## config.mk

```make
export PLATFORM = sky130hd
export DESIGN_NAME = vga_sprite_renderer_flat
export DESIGN_NICKNAME = d
export VERILOG_FILES = /design/src/rtl/vga_sprite_renderer_if.sv /design/src/rtl/vga_sprite_renderer.sv /design/src/flat_wrapper.sv
export SDC_FILE = /design/constraint.sdc
export NUM_CORES = 1
export LEC_CHECK = 0
export BUFFER_PORTS_ARGS = -buffer_cell sky130_fd_sc_hd__clkbuf_2
export CORE_AREA = 2 2 132 134
export CTS_BUF_LIST = sky130_fd_sc_hd__clkbuf_4 sky130_fd_sc_hd__clkbuf_8
export CTS_CLUSTER_SIZE = 24
export DETAILED_ROUTE_END_ITERATION = 8
export DIE_AREA = 0 0 134 136
export HOLD_SLACK_MARGIN = 0.06
export PLACE_DENSITY = 0.61
export SKIP_CTS_REPAIR_TIMING = 1
export SYNTH_ARGS = -nofsm -noshare
export SYNTH_HDL_FRONTEND = slang
export SYNTH_SLANG_ARGS = --single-unit
```

## constraint.sdc

```tcl
create_clock -name VGA_CLK -period 4.15 [get_ports VGA_CLK]
set_input_delay 0.415 -clock VGA_CLK [delete_from_list [all_inputs] [get_ports VGA_CLK]]
set_output_delay 0.415 -clock VGA_CLK [all_outputs]
set_load 0.01 [all_outputs]
```

## src/rtl/vga_sprite_renderer_if.sv

```systemverilog
// vga_sprite_renderer_if: raster position, shadowed object state and pixel output bundle
//   h_count/v_count                     raster position from the timing generator
//   player_x, alien_x/y, alien_alive,
//   bullet_x/y, bullet_active           live game state, latched once per frame
//   VGA_R/G/B, pixel_valid              registered colour, 2 cycles after position
//   frame_start                         pulse after the shadow registers load
//   modport slave: renderer side; modport master: driver/game side
interface vga_sprite_renderer_if;
   logic [9:0]  h_count;
   logic [9:0]  v_count;
   logic [9:0]  player_x;
   logic [9:0]  alien_x;
   logic [9:0]  alien_y;
   logic [31:0] alien_alive;
   logic [9:0]  bullet_x;
   logic [9:0]  bullet_y;
   logic        bullet_active;
   logic [7:0]  VGA_R;
   logic [7:0]  VGA_G;
   logic [7:0]  VGA_B;
   logic        pixel_valid;
   logic        frame_start;
   modport slave (
      input  h_count, v_count, player_x, alien_x, alien_y, alien_alive,
             bullet_x, bullet_y, bullet_active,
      output VGA_R, VGA_G, VGA_B, pixel_valid, frame_start
   );
   modport master (
      output h_count, v_count, player_x, alien_x, alien_y, alien_alive,
             bullet_x, bullet_y, bullet_active,
      input  VGA_R, VGA_G, VGA_B, pixel_valid, frame_start
   );
endinterface

```

## src/rtl/vga_sprite_renderer.sv

```systemverilog
// vga_sprite_renderer: two-stage pixel colour pipeline for player, alien grid and bullet
//   VGA_CLK  pixel clock, rising edge
//   reset    synchronous, active-high
//   vga      vga_sprite_renderer_if.slave: raster position and live object state in,
//            RGB/pixel_valid (2-cycle latency) and frame_start out
module vga_sprite_renderer #(
   parameter int H_ACTIVE   = 640,
   parameter int V_ACTIVE   = 480,
   parameter int PLAYER_Y   = 440,
   parameter int ALIEN_COLS = 8,
   parameter int ALIEN_ROWS = 4,
   parameter int AX_SHIFT   = 5,
   parameter int AY_SHIFT   = 4,
   parameter int BULLET_W   = 2,
   parameter int BULLET_H   = 6
) (
   input logic                  VGA_CLK,
   input logic                  reset,
   vga_sprite_renderer_if.slave vga
);
   localparam int AW = $clog2(ALIEN_COLS * ALIEN_ROWS);
   // row 0 is the least significant 16-bit slice; bit 15 is the leftmost column
   localparam logic [7:0][15:0] PLAYER_ROM = {
      16'hFFFF, 16'hFFFF, 16'hFFFF, 16'h7FFE, 16'h3FFC, 16'h03C0, 16'h03C0, 16'h0180};
   localparam logic [7:0][15:0] ALIEN_ROM = {
      16'hC003, 16'h6006, 16'h3FFC, 16'hFFFF, 16'hE667, 16'h7FFE, 16'h3FFC, 16'hC003};
   logic [9:0]  r_player_x, r_alien_x, r_alien_y, r_bullet_x, r_bullet_y;
   logic [31:0] r_alien_alive;
   logic        r_bullet_active, r_frame_start;
   logic        r_act1, r_p_hit, r_a_hit, r_b_hit, r_valid;
   logic [3:0]  r_p_c, r_a_c;
   logic [2:0]  r_p_r, r_a_r;
   logic [23:0] r_rgb;
   logic        w_load, w_active, w_p_hit, w_a_in, w_b_hit, w_p_px, w_a_px;
   logic [10:0] w_pdx, w_pdy, w_adx, w_ady, w_bdx, w_bdy;
   logic [9-AX_SHIFT:0] w_a_col;
   logic [9-AY_SHIFT:0] w_a_row;
   logic [AW-1:0] w_a_idx;
   logic [23:0] w_rgb;
   assign w_load   = vga.h_count == 10'(H_ACTIVE) && vga.v_count == 10'(V_ACTIVE);
   assign w_active = vga.h_count < 10'(H_ACTIVE) && vga.v_count < 10'(V_ACTIVE);
   // 11-bit differences: bit 10 set means the raster is left of / above the object
   assign w_pdx = {1'b0, vga.h_count} - {1'b0, r_player_x};
   assign w_pdy = {1'b0, vga.v_count} - 11'(PLAYER_Y);
   assign w_adx = {1'b0, vga.h_count} - {1'b0, r_alien_x};
   assign w_ady = {1'b0, vga.v_count} - {1'b0, r_alien_y};
   assign w_bdx = {1'b0, vga.h_count} - {1'b0, r_bullet_x};
   assign w_bdy = {1'b0, vga.v_count} - {1'b0, r_bullet_y};
   assign w_p_hit = !w_pdx[10] && w_pdx[9:0] < 16 && !w_pdy[10] && w_pdy[9:0] < 8;
   assign w_a_col = w_adx[9:AX_SHIFT];
   assign w_a_row = w_ady[9:AY_SHIFT];
   assign w_a_idx = AW'(32'(w_a_row) * ALIEN_COLS + 32'(w_a_col));
   assign w_a_in  = !w_adx[10] && !w_ady[10] && 32'(w_a_col) < ALIEN_COLS
                    && 32'(w_a_row) < ALIEN_ROWS && w_adx[AX_SHIFT-1:0] < 16
                    && w_ady[AY_SHIFT-1:0] < 8;
   assign w_b_hit = r_bullet_active && !w_bdx[10] && w_bdx[9:0] < 10'(BULLET_W)
                    && !w_bdy[10] && w_bdy[9:0] < 10'(BULLET_H);
   // shadow registers only change in the blanking cycle after the last active line
   always_ff @(posedge VGA_CLK) begin
      if (reset) begin
         r_player_x      <= '0;
         r_alien_x       <= '0;
         r_alien_y       <= '0;
         r_alien_alive   <= '0;
         r_bullet_x      <= '0;
         r_bullet_y      <= '0;
         r_bullet_active <= 1'b0;
         r_frame_start   <= 1'b0;
      end else begin
         if (w_load) begin
            r_player_x      <= vga.player_x;
            r_alien_x       <= vga.alien_x;
            r_alien_y       <= vga.alien_y;
            r_alien_alive   <= vga.alien_alive;
            r_bullet_x      <= vga.bullet_x;
            r_bullet_y      <= vga.bullet_y;
            r_bullet_active <= vga.bullet_active;
         end
         r_frame_start <= w_load;
      end
   end
   always_ff @(posedge VGA_CLK) begin
      if (reset) begin
         r_act1  <= 1'b0;
         r_p_hit <= 1'b0;
         r_a_hit <= 1'b0;
         r_b_hit <= 1'b0;
         r_p_c   <= '0;
         r_p_r   <= '0;
         r_a_c   <= '0;
         r_a_r   <= '0;
         r_rgb   <= '0;
         r_valid <= 1'b0;
      end else begin
         r_act1  <= w_active;
         r_p_hit <= w_p_hit;
         r_a_hit <= w_a_in && r_alien_alive[w_a_idx];
         r_b_hit <= w_b_hit;
         r_p_c   <= w_pdx[3:0];
         r_p_r   <= w_pdy[2:0];
         r_a_c   <= w_adx[3:0];
         r_a_r   <= w_ady[2:0];
         r_rgb   <= w_rgb;
         r_valid <= r_act1;
      end
   end
   // ~column maps column 0 onto ROM bit 15
   assign w_p_px = r_p_hit && PLAYER_ROM[r_p_r][~r_p_c];
   assign w_a_px = r_a_hit && ALIEN_ROM[r_a_r][~r_a_c];
   assign w_rgb  = !r_act1 ? 24'h000000 : r_b_hit ? 24'hFFFFFF :
                   w_p_px ? 24'h00FF00 : w_a_px ? 24'hFF00FF : 24'h000000;
   assign vga.VGA_R       = r_rgb[23:16];
   assign vga.VGA_G       = r_rgb[15:8];
   assign vga.VGA_B       = r_rgb[7:0];
   assign vga.pixel_valid = r_valid;
   assign vga.frame_start = r_frame_start;
endmodule

```

## src/flat_wrapper.sv

```systemverilog
// flat-port wrapper written by rule: the top's interface ports become plain ports
module vga_sprite_renderer_flat 
#(
   parameter int H_ACTIVE   = 640,
   parameter int V_ACTIVE   = 480,
   parameter int PLAYER_Y   = 440,
   parameter int ALIEN_COLS = 8,
   parameter int ALIEN_ROWS = 4,
   parameter int AX_SHIFT   = 5,
   parameter int AY_SHIFT   = 4,
   parameter int BULLET_W   = 2,
   parameter int BULLET_H   = 6
)
  (VGA_CLK, reset, vga_h_count, vga_v_count, vga_player_x, vga_alien_x, vga_alien_y, vga_alien_alive, vga_bullet_x, vga_bullet_y, vga_bullet_active, vga_VGA_R, vga_VGA_G, vga_VGA_B, vga_pixel_valid, vga_frame_start);
  vga_sprite_renderer_if vga_i ();
  input logic VGA_CLK;
  input logic reset;
  input wire logic [$bits(vga_i.h_count)-1:0] vga_h_count;
  input wire logic [$bits(vga_i.v_count)-1:0] vga_v_count;
  input wire logic [$bits(vga_i.player_x)-1:0] vga_player_x;
  input wire logic [$bits(vga_i.alien_x)-1:0] vga_alien_x;
  input wire logic [$bits(vga_i.alien_y)-1:0] vga_alien_y;
  input wire logic [$bits(vga_i.alien_alive)-1:0] vga_alien_alive;
  input wire logic [$bits(vga_i.bullet_x)-1:0] vga_bullet_x;
  input wire logic [$bits(vga_i.bullet_y)-1:0] vga_bullet_y;
  input wire logic [$bits(vga_i.bullet_active)-1:0] vga_bullet_active;
  output wire logic [$bits(vga_i.VGA_R)-1:0] vga_VGA_R;
  output wire logic [$bits(vga_i.VGA_G)-1:0] vga_VGA_G;
  output wire logic [$bits(vga_i.VGA_B)-1:0] vga_VGA_B;
  output wire logic [$bits(vga_i.pixel_valid)-1:0] vga_pixel_valid;
  output wire logic [$bits(vga_i.frame_start)-1:0] vga_frame_start;
  assign vga_i.h_count = vga_h_count;
  assign vga_i.v_count = vga_v_count;
  assign vga_i.player_x = vga_player_x;
  assign vga_i.alien_x = vga_alien_x;
  assign vga_i.alien_y = vga_alien_y;
  assign vga_i.alien_alive = vga_alien_alive;
  assign vga_i.bullet_x = vga_bullet_x;
  assign vga_i.bullet_y = vga_bullet_y;
  assign vga_i.bullet_active = vga_bullet_active;
  assign vga_VGA_R = vga_i.VGA_R;
  assign vga_VGA_G = vga_i.VGA_G;
  assign vga_VGA_B = vga_i.VGA_B;
  assign vga_pixel_valid = vga_i.pixel_valid;
  assign vga_frame_start = vga_i.frame_start;
  vga_sprite_renderer #(.H_ACTIVE(H_ACTIVE), .V_ACTIVE(V_ACTIVE), .PLAYER_Y(PLAYER_Y), .ALIEN_COLS(ALIEN_COLS), .ALIEN_ROWS(ALIEN_ROWS), .AX_SHIFT(AX_SHIFT), .AY_SHIFT(AY_SHIFT), .BULLET_W(BULLET_W), .BULLET_H(BULLET_H)) u_core (.VGA_CLK(VGA_CLK), .reset(reset), .vga(vga_i));
endmodule
```

## Yosys cells after proc, flatten, opt, wreduce, memory -nomap -nowiden

Memory sizes are Yosys's and may differ from the RTL's. A register that Yosys moved wholly into a read port is not among the register bits.
Index checks and enable logic that the tools add are counted.

| storage, ports and cells | value |
|---|---|
| bits in registers | 127 |
| latch bits | 0 |
| memory bits (writable) | 0 |
| memory bits (read-only) | 256 |
| output and inout bits | 26 |
| logic and storage cells | 84 |
| memories kept | 2 |

| operators by class | value |
|---|---|
| add/subtract/negate cells | 7 |
| $mul | 0 |
| div/mod/pow operators | 0 |
| order comparisons | 15 |
| eq/ne operators | 2 |
| shift operators | 0 |
| muxes and demuxes | 13 |
| bitwise logic cells | 3 |
| reductions and logical operators | 24 |

Memory list:

| name | words | bits a word | rd ports | clocked after Yosys merged registers in | write ports | line | text |
|---|---|---|---|---|---|---|---|
| (name not given) | 8 | 16 | 1 | 1 | 0 | vga_sprite_renderer.sv:108 | `assign w_p_px = r_p_hit && PLAYER_ROM[r_p_r][~r_p_c];` |
| (name not given) | 8 | 16 | 1 | 1 | 0 | vga_sprite_renderer.sv:109 | `assign w_a_px = r_a_hit && ALIEN_ROM[r_a_r][~r_a_c];` |

Operator list:

| cell | number |
|---|---|
| 24-bit two-way mux | 3 |
| 10-bit by 10-bit subtractor with 11-bit output | 5 |
| 16-bit two-way mux | 2 |
| 1-bit logical AND | 17 |
| 10-bit by 9-bit subtractor with 11-bit output, second input constant | 1 |
| 10-bit == test, second input constant | 1 |
| 10-bit by 9-bit == test with 1-bit output, second input constant | 1 |
| 10-bit less-than comparator, second input constant | 1 |
| 10-bit by 2-bit less-than comparator with 1-bit output, second input constant | 1 |
| 10-bit by 3-bit less-than comparator with 1-bit output, second input constant | 1 |
| 10-bit by 4-bit less-than comparator with 1-bit output, second input constant | 1 |
| 10-bit by 5-bit less-than comparator with 1-bit output, second input constant | 1 |
| 10-bit by 9-bit less-than comparator with 1-bit output, second input constant | 1 |
| 4-bit by 5-bit less-than comparator with 1-bit output, second input constant | 2 |
| 1-bit binary-select mux with 4-bit select | 2 |
| 3-bit by 4-bit less-than comparator with 1-bit output, second input constant | 2 |
| 4-bit NOT | 2 |
| 1-bit logical NOT | 6 |
| 5-bit by 6-bit less-than comparator with 1-bit output, second input constant | 1 |
| 6-bit by 3-bit less-than comparator with 1-bit output, second input constant | 1 |
| 3-bit two-way mux | 2 |
| 5-bit adder | 1 |
| 1-bit binary-select mux with 5-bit select | 1 |
| 5-bit by 4-bit less-than comparator with 1-bit output, second input constant | 1 |
| other kinds (5) | 7 |

## Depth between registers and ports, before layout

Gate-level depths: netlist of the first run.

| logic depth | value |
|---|---|
| depth after elaboration | 8 |
| mapped depth | 16 |

## Least setup slack after synthesis of the first run

Ideal clock, no wire load.

| timing path | value |
|---|---|
| path type | input port to flip-flop |
| start point | input vga_h_count[0] |
| end point | register u_core.r_a_hit |
| library setup time | 70 ps |
| arrival time | 3110 ps |
| path slack | 970 ps |
| stages | 15 |
| cell sequence | inv_1 -> ha_1 -> inv_1 -> fa_1 -> a211oi_1 -> o21a_1 -> o21bai_1 -> a21oi_1 -> xnor2_1 -> ha_1 -> inv_1 -> nor2_1 -> a221o_1 -> a311o_1 -> a21oi_1 |

| on the way | value |
|---|---|
| word-level cells in the longest chain between the ends | 8 |
| elaborated cells between the ends (all ways) | 13 |
| classes of those cells | add/sub (2); order compare (2); mux (2); reduce/logical (7) |

Ends and longest elaborated chain:

| element | line | text |
|---|---|---|
| start, declared | flat_wrapper.sv:18 | `input wire logic [$bits(vga_i.h_count)-1:0] vga_h_count;` |
| 10-bit by 10-bit subtractor with 11-bit output (*) | vga_sprite_renderer.sv:45 | `assign w_adx = {1'b0, vga.h_count} - {1'b0, r_alien_x};` |
| parallel branches: the longest is 6 deep, another holds 5-bit adder | n/a |  |
| 1-bit logical AND (*) | vga_sprite_renderer.sv:97 | `r_a_hit <= w_a_in && r_alien_alive[w_a_idx];` |
| end signal, assigned | vga_sprite_renderer.sv:97 |  |
| end, declared | vga_sprite_renderer.sv:30 | `logic r_act1, r_p_hit, r_a_hit, r_b_hit, r_valid;` |

Every way passes the cells marked *. The select of a mux whose other input is x is not followed.
A chain may end at the register's enable or synchronous reset.

## Worst setup path after layout of the first run

| timing path | value |
|---|---|
| start point | register u_core.r_alien_x[0] |
| end point | register u_core.r_a_hit |

| on the way | value |
|---|---|
| word-level cells in the longest chain between the ends | 8 |
| elaborated cells between the ends (all ways) | 13 |
| classes of those cells | add/sub (2); order compare (2); mux (2); reduce/logical (7) |

Ends and longest elaborated chain:

| element | line | text |
|---|---|---|
| start, declared | vga_sprite_renderer.sv:27 | `logic [9:0] r_player_x, r_alien_x, r_alien_y, r_bullet_x, r_bullet_y;` |
| start signal, assigned | vga_sprite_renderer.sv:72 | `r_alien_x <= vga.alien_x;` |
| 10-bit by 10-bit subtractor with 11-bit output (*) | vga_sprite_renderer.sv:45 |  |
| parallel branches: the longest is 6 deep, another holds 5-bit adder | n/a |  |
| 1-bit logical AND (*) | vga_sprite_renderer.sv:97 |  |

Marks and branches as above.

==> impl_metrics.toml, run 1 <==
[run_status]
run_status = "complete, no violations"

[place]
hpwlAfterDp_mm = 12.7
placed_area_um2 = 7310
gp_congestion = 0.887
io_buffers = 130

[worst_hold_path]
hold_start = "vga_player_x[6]"
min_path_cells = 3
hold_path.class = "in -> reg"

[die]
die_h_um = 136
rows = 48
start_util_pct = 39.3
core_area_um2 = 16900
die-area_um2 = 18200
die-width_um = 134
io_pins = 131

[synthesis]
syn-num-nets = 1019
synth-edff-count = 0
ys_warn_count = 0
syn-instance-count = 856
synth_cell_types = 69
yosysSeqAreaShare_pct = 32.6
synth.largest_area_cell = "dfxtp_1"
syn_area_per_cell_um2 = 7.75
synthesis.area_um2 = 6640
async_flop_share_pct = 0
synth_area_leaders = "dfxtp_1 33%, nand2_1 11%, ha_1 10%, a21oi_1 8.9%, inv_1 3.6%"
synth_seq_cells = 108
synth_ff_type = "dfxtp_1"
synth.top_cell.area_share_pct = 32.6

[timing]
fin_skew_ps = 15.1
setup_tns_ps = 0
relSlewSlack_pct = 44.1
grt_setup_unrepaired = "no"
slew_violations = 0
tightest_slew_ps = 839
max_freq_mhz = 307
setup_viol = 0
finalWorstPathRequiredPeriod_ps = 3260
min_period_over_period_pct = 78.5
hold_viol = 0

[pwr]
power.leakage_uw = 0.00294
power_density_nw_per_um2 = 280
max-vdd-ir-drop_mv = 0.176

[worst_setup_path]
critPathLaunchType = "flop"
worstPathRequired_ps = 4470
r2r-start = "u_core.r_alien_x[0]"
startpoint = "u_core.r_alien_x[0]"
end_kind = "flop"
worst-path-max-fanout = 6
worstPathArrival_ps = 3580
r2r_cells = 14
worstSetupPathType = "reg -> reg"

[final_layout]
layout.nets = 1107
fin_util_pct = 44.6
antenna_cells = 0
fillers = 1778
area_growth_syn_to_layout_pct = 13.4
fin_area_um2 = 7520
drive_above_1_share_pct = 18.0

[clocking]
cts.sinks = 108
clkTransAtPathRegs_ps = 100
htree_levels = 3
clockBufferDepth = 2
insertion_delay_ps = 380
cts_tree = "built"
cts-root-buf = "clkbuf_8"
cts_made_buffers = 9

[detailed_routing]
drt-total-wl_mm = 16.6
vias = 5861
drc = 0
routedWlPerCell_um = 14.2
drtIter0Drc = 395
first_pass_iters = 5
viasPerCell = 5.00
ant_nets = 0

[flow_run]
cap_violations = 0

[global_routing]
grt_first_pass_wirelength_mm = 26.4
grt_pass1_vias = 5281
grt_max_degree = 84
track_usage_pct = 18.3
grt_overflow = 0
antenna_found_initial = 0
==> Yosys cell counts, types with 3 or more instances <==
cell type	n
nand2_1	196
a21oi_1	118
dfxtp_1	108
inv_1	63
ha_1	53
nor2_1	32
clkbuf_1	31
o21ai_0	28
buf_4	22
mux2i_1	16
xnor2_1	14
a21o_1	12
xor2_1	12
nor2b_1	11
nand3_1	10
nor3_1	10
nand2b_1	7
o21a_1	7
a31oi_1	6
fa_1	5
o211ai_1	5
o21ai_1	5
o21bai_1	5
a21boi_0	4
nand4_1	4
nor4_1	4
a32oi_1	3
and2_1	3
buf_2	3
or2_2	3
or3_1	3
or4_1	3
==> routing by layer <==
layer	vias up	wire, µm	global-route usage, %	share of wire [%]
li1	3073	-	-	-
met1	2630	8540	26.6	51
met2	145	7050	27.7	42
met3	13	797	2.80	4.8
met4	0	242	6.26	1.5
met5	-	0	0	0
==> final cells by class <==
class | count | area (µm²) | area share (%)
repair buffers | 133 | 688 | 9.15
clock inverters | 6 | 87.6 | 1.16
well taps | 225 | 282 | 3.74
flip-flops and latches | 108 | 2160 | 28.7
inverters | 64 | 240 | 3.19
multi-input cells | 628 | 3940 | 52.4
clock buffers | 9 | 124 | 1.65
==> report_power, final <==
part,internal (µW),switching [µW]
Clock,338,361
Sequential,1050,7.51
Combinational,156,195
Total,1540,563
==> cell usage in the layout (no fill, tap or decap), types with 3 or more instances in the layout <==
| master | count |
|---|---|
| nor2_1 | 32 |
| a21o_1 | 12 |
| a32oi_1 | 3 |
| nand4_1 | 4 |
| nor4_1 | 4 |
| or2_2 | 3 |
| mux2i_1 | 16 |
| o211ai_1 | 5 |
| a31oi_1 | 6 |
| a21boi_0 | 4 |
| buf_4 | 3 |
| fa_1 | 5 |
| or4_1 | 3 |
| o21ai_0 | 28 |
| o21ai_1 | 5 |
| clkbuf_8 | 9 |
| dfxtp_1 | 108 |
| or3_1 | 3 |
| nor3_1 | 10 |
| and2_1 | 3 |
| nand2b_1 | 7 |
| o21a_1 | 7 |
| nor2b_1 | 11 |
| clkbuf_2 | 129 |
| nand2_1 | 196 |
| o21bai_1 | 5 |
| inv_1 | 63 |
| a21oi_1 | 118 |
| xor2_1 | 12 |
| xnor2_1 | 14 |
| nand3_1 | 10 |
| ha_1 | 53 |
==> metrics by stage <==
stage | power (µW) | worst slack [ps] | std cells | hold slack, ps
5_1_grt | 2210 | 730 | 1173 | 217
3_3_place_gp | 1420 | 634 | 1158 | 443
2_1_floorplan | 1310 | 970 | 856 | 432
4_1_cts | 2140 | 902 | 1173 | 210
3_5_place_dp | 1430 | 619 | 1158 | 448
6_report | 2110 | 894 | 1173 | 238
==> final timing paths <==
check,endpoint,slack (ps)
max reg2reg,u_core.r_a_hit,890
min,u_core.r_player_x[6],240
max,u_core.r_a_hit,890
min reg2reg,u_core.r_alien_alive[13],460
==> worst max-delay path, stage by stage, from the launching register on <==
cell and delay, ps:
dfxtp_1 340, ha_1 160, inv_1 50, fa_1 410, a211oi_1 300, o21a_1 210, o21bai_1 80, a21oi_1 180
xnor2_1 160, ha_1 330, inv_1 160, nor2_1 60, a221o_1 310, a311o_1 310, a21oi_1 140
==> registers in the layout (all words and copies together) (netlist names), 2 cells and up, named ones only <==
| register | cells |
|---|---|
| u_core.r_player_x | 10 |
| u_core.r_p_c | 4 |
| u_core.r_bullet_y | 10 |
| u_core.r_a_c | 4 |
| u_core.r_alien_alive | 32 |
| u_core.r_rgb | 2 |
| u_core.r_alien_y | 10 |
| u_core.r_bullet_x | 10 |
| u_core.r_alien_x | 10 |
==> cell families after synthesis <==
family	after synthesis	synth area share [%]
and+or+nand+nor	301	20.2
AOI/OAI and AO/OA	222	20.6
buffers and inverters	120	8.09
DFF	108	32.6
adders and majority gates	58	11.5
xor gates and xnor gates	26	3.43
muxes	21	3.66
(Power assumes the default switching activity.)
==> run 2, diff against run 1 <==
==> constraint.sdc (replaced) <==
create_clock -name VGA_CLK -period 3.2 [get_ports VGA_CLK]
set_input_delay 0.32 -clock VGA_CLK [delete_from_list [all_inputs] [get_ports VGA_CLK]]
set_output_delay 0.32 -clock VGA_CLK [all_outputs]
set_load 0.01 [all_outputs]
==> run 2 against run 1 <==
Against the previous run:
- via count grew 1.1%
- global-route usage grew 0.18 points
- wire length shrank 0.76%
- die area is the same
- final area grew 1.5%
- clock power grew 14%
- sequential power grew 29%
- largest power group unchanged
==> impl_metrics.toml, run 2 (synthesized netlist as in run 1, its figures left out) <==
[final_layout]
top_register = "u_core.r_alien_alive"
area_growth_syn_to_layout_pct = 15.1
final_cell_mix = "196 x nand2_1, 129 x clkbuf_2, 117 x a21oi_1, 107 x dfxtp_1, 62 x inv_1"
layout.nets = 1122
fillers = 1734
drive_above_1_share_pct = 20.0
register_area_um2 = 2160
antenna_cells = 0
mostFrequentLayoutCell = "nand2_1"
fin_util_pct = 45.2
largest_reg_flops = 32
multiInputGateArea_um2 = 3960
fin_area_um2 = 7630

[timing]
fin_skew_ps = 7.30
relSlewSlack_pct = 55.3
min_period_over_period_pct = 94.3
hold_viol = 0
setup_tns_ps = 0
finalWorstPathRequiredPeriod_ps = 3020
tightest_slew_ps = 671
setup_viol = 0
max_freq_mhz = 331
slew_violations = 0

[die]
die_h_um = 136
start_util_pct = 39.3
die-width_um = 134
io_pins = 131
core_area_um2 = 16900
die-area_um2 = 18200
rows = 48

[global_routing]
antenna_found_initial = 0
grt_first_pass_wirelength_mm = 26.8
track_usage_pct = 18.5
grt_max_degree = 66
grt_pass1_vias = 5373
grt_overflow = 0

[worst_setup_path]
end_kind = "flop"
rrSetupSlack_ps = 180
worstPathArrival_ps = 3340
worst-path-max-fanout = 5
r2r-end = "u_core.r_a_hit"
r2r-start = "u_core.r_alien_x[0]"
r2r_cells = 13
worstSetupPathType = "reg -> reg"
critPathLaunchType = "flop"
worstPathRequired_ps = 3520

[clocking]
cts_made_buffers = 9
insertion_delay_ps = 380
htree_levels = 3
cts.sinks = 108
cts-root-buf = "clkbuf_8"
cts_tree = "built"
clkTransAtPathRegs_ps = 100
clockBufferDepth = 2

[detailed_routing]
routedWlPerCell_um = 13.9
first_pass_iters = 5
drtIter0Drc = 371
drt-total-wl_mm = 16.5
drc = 0
vias = 5926
viasPerCell = 4.98
ant_nets = 0

[place]
placed_area_um2 = 7400
gp_congestion = 0.868
io_buffers = 130
hpwlAfterDp_mm = 12.9

[pwr]
max-vdd-ir-drop_mv = 0.171
power.leakage_uw = 0.00300
power_density_nw_per_um2 = 346

[worst_hold_path]
min_path_cells = 3
hold_start = "vga_alien_alive[12]"
hold_path.class = "in -> reg"
holdPathEnd = "u_core.r_alien_alive[12]"

[run_status]
run_status = "complete, no violations"

[flow_run]
cap_violations = 0
-- run 2: cell count changes in the layout (fill, tap and decap cells not counted), sizes merged --
cell      delta
inv          -1
buf         +15
bufinv       -2
clkinvlp     +1
clkinv       -1
clkbuf       +4
-- run 2: worst max path at each step --
stage,from,to,depth (start not counted)
floorplan,vga_h_count[0],u_core.r_a_hit,15
CTS,u_core.r_alien_x[0],u_core.r_a_hit,14
global placement,vga_h_count[0],u_core.r_a_hit,16
global route,u_core.r_alien_x[0],u_core.r_a_hit,14
detailed placement,vga_h_count[0],u_core.r_a_hit,16
finish,u_core.r_alien_x[0],u_core.r_a_hit,13
-- run 2: per-layer routing --
layer / up-vias / GRT usage [%] / share of wire (%)
met2: 158 / 28.4 / 42
met4: 0 / 5.79 / 1.6
met1: 2663 / 26.8 / 51
li1: 3091 / - / -
met5: - / 0 / 0
met3: 14 / 2.76 / 4.6
-- run 2: critical path, cell delays in order (launching register included) --
cell,delay (ps)
dfxtp_2,360
ha_4,130
inv_1,50
fa_2,370
a211oi_2,250
o21a_1,170
o21bai_1,70
a21oi_1,170
xnor2_1,160
ha_1,320
a41o_1,210
a221o_1,250
a311o_1,360
a21oi_2,110
-- run 2: final cells by class --
type / count / area share, %
clock buffer: 13 / 2.18
timing repair buffer: 148 / 10.5
inverter: 64 / 3.15
tap: 225 / 3.69
multi-input combinational: 628 / 51.9
sequential: 108 / 28.3
clock inverter: 3 / 0.279
-- run 2: stage by stage --
stage	hold WS (ps)	cells	setup slack (ps)	total power, µW
after floorplan	432	856	115	1700
after global placement	442	1170	-160	1860
after detailed placement	447	1170	-234	1870
after CTS	127	1186	-39.7	2660
after global routing	135	1189	-25.3	2780
final	149	1189	181	2640
-- run 2: power breakdown --
part           switching [µW]  leakage, µW  internal [µW]
logic                     257      0.00203            220
clock network             452    0.0000965            344
registers                10.2     0.000875           1360
total                     720      0.00300           1920
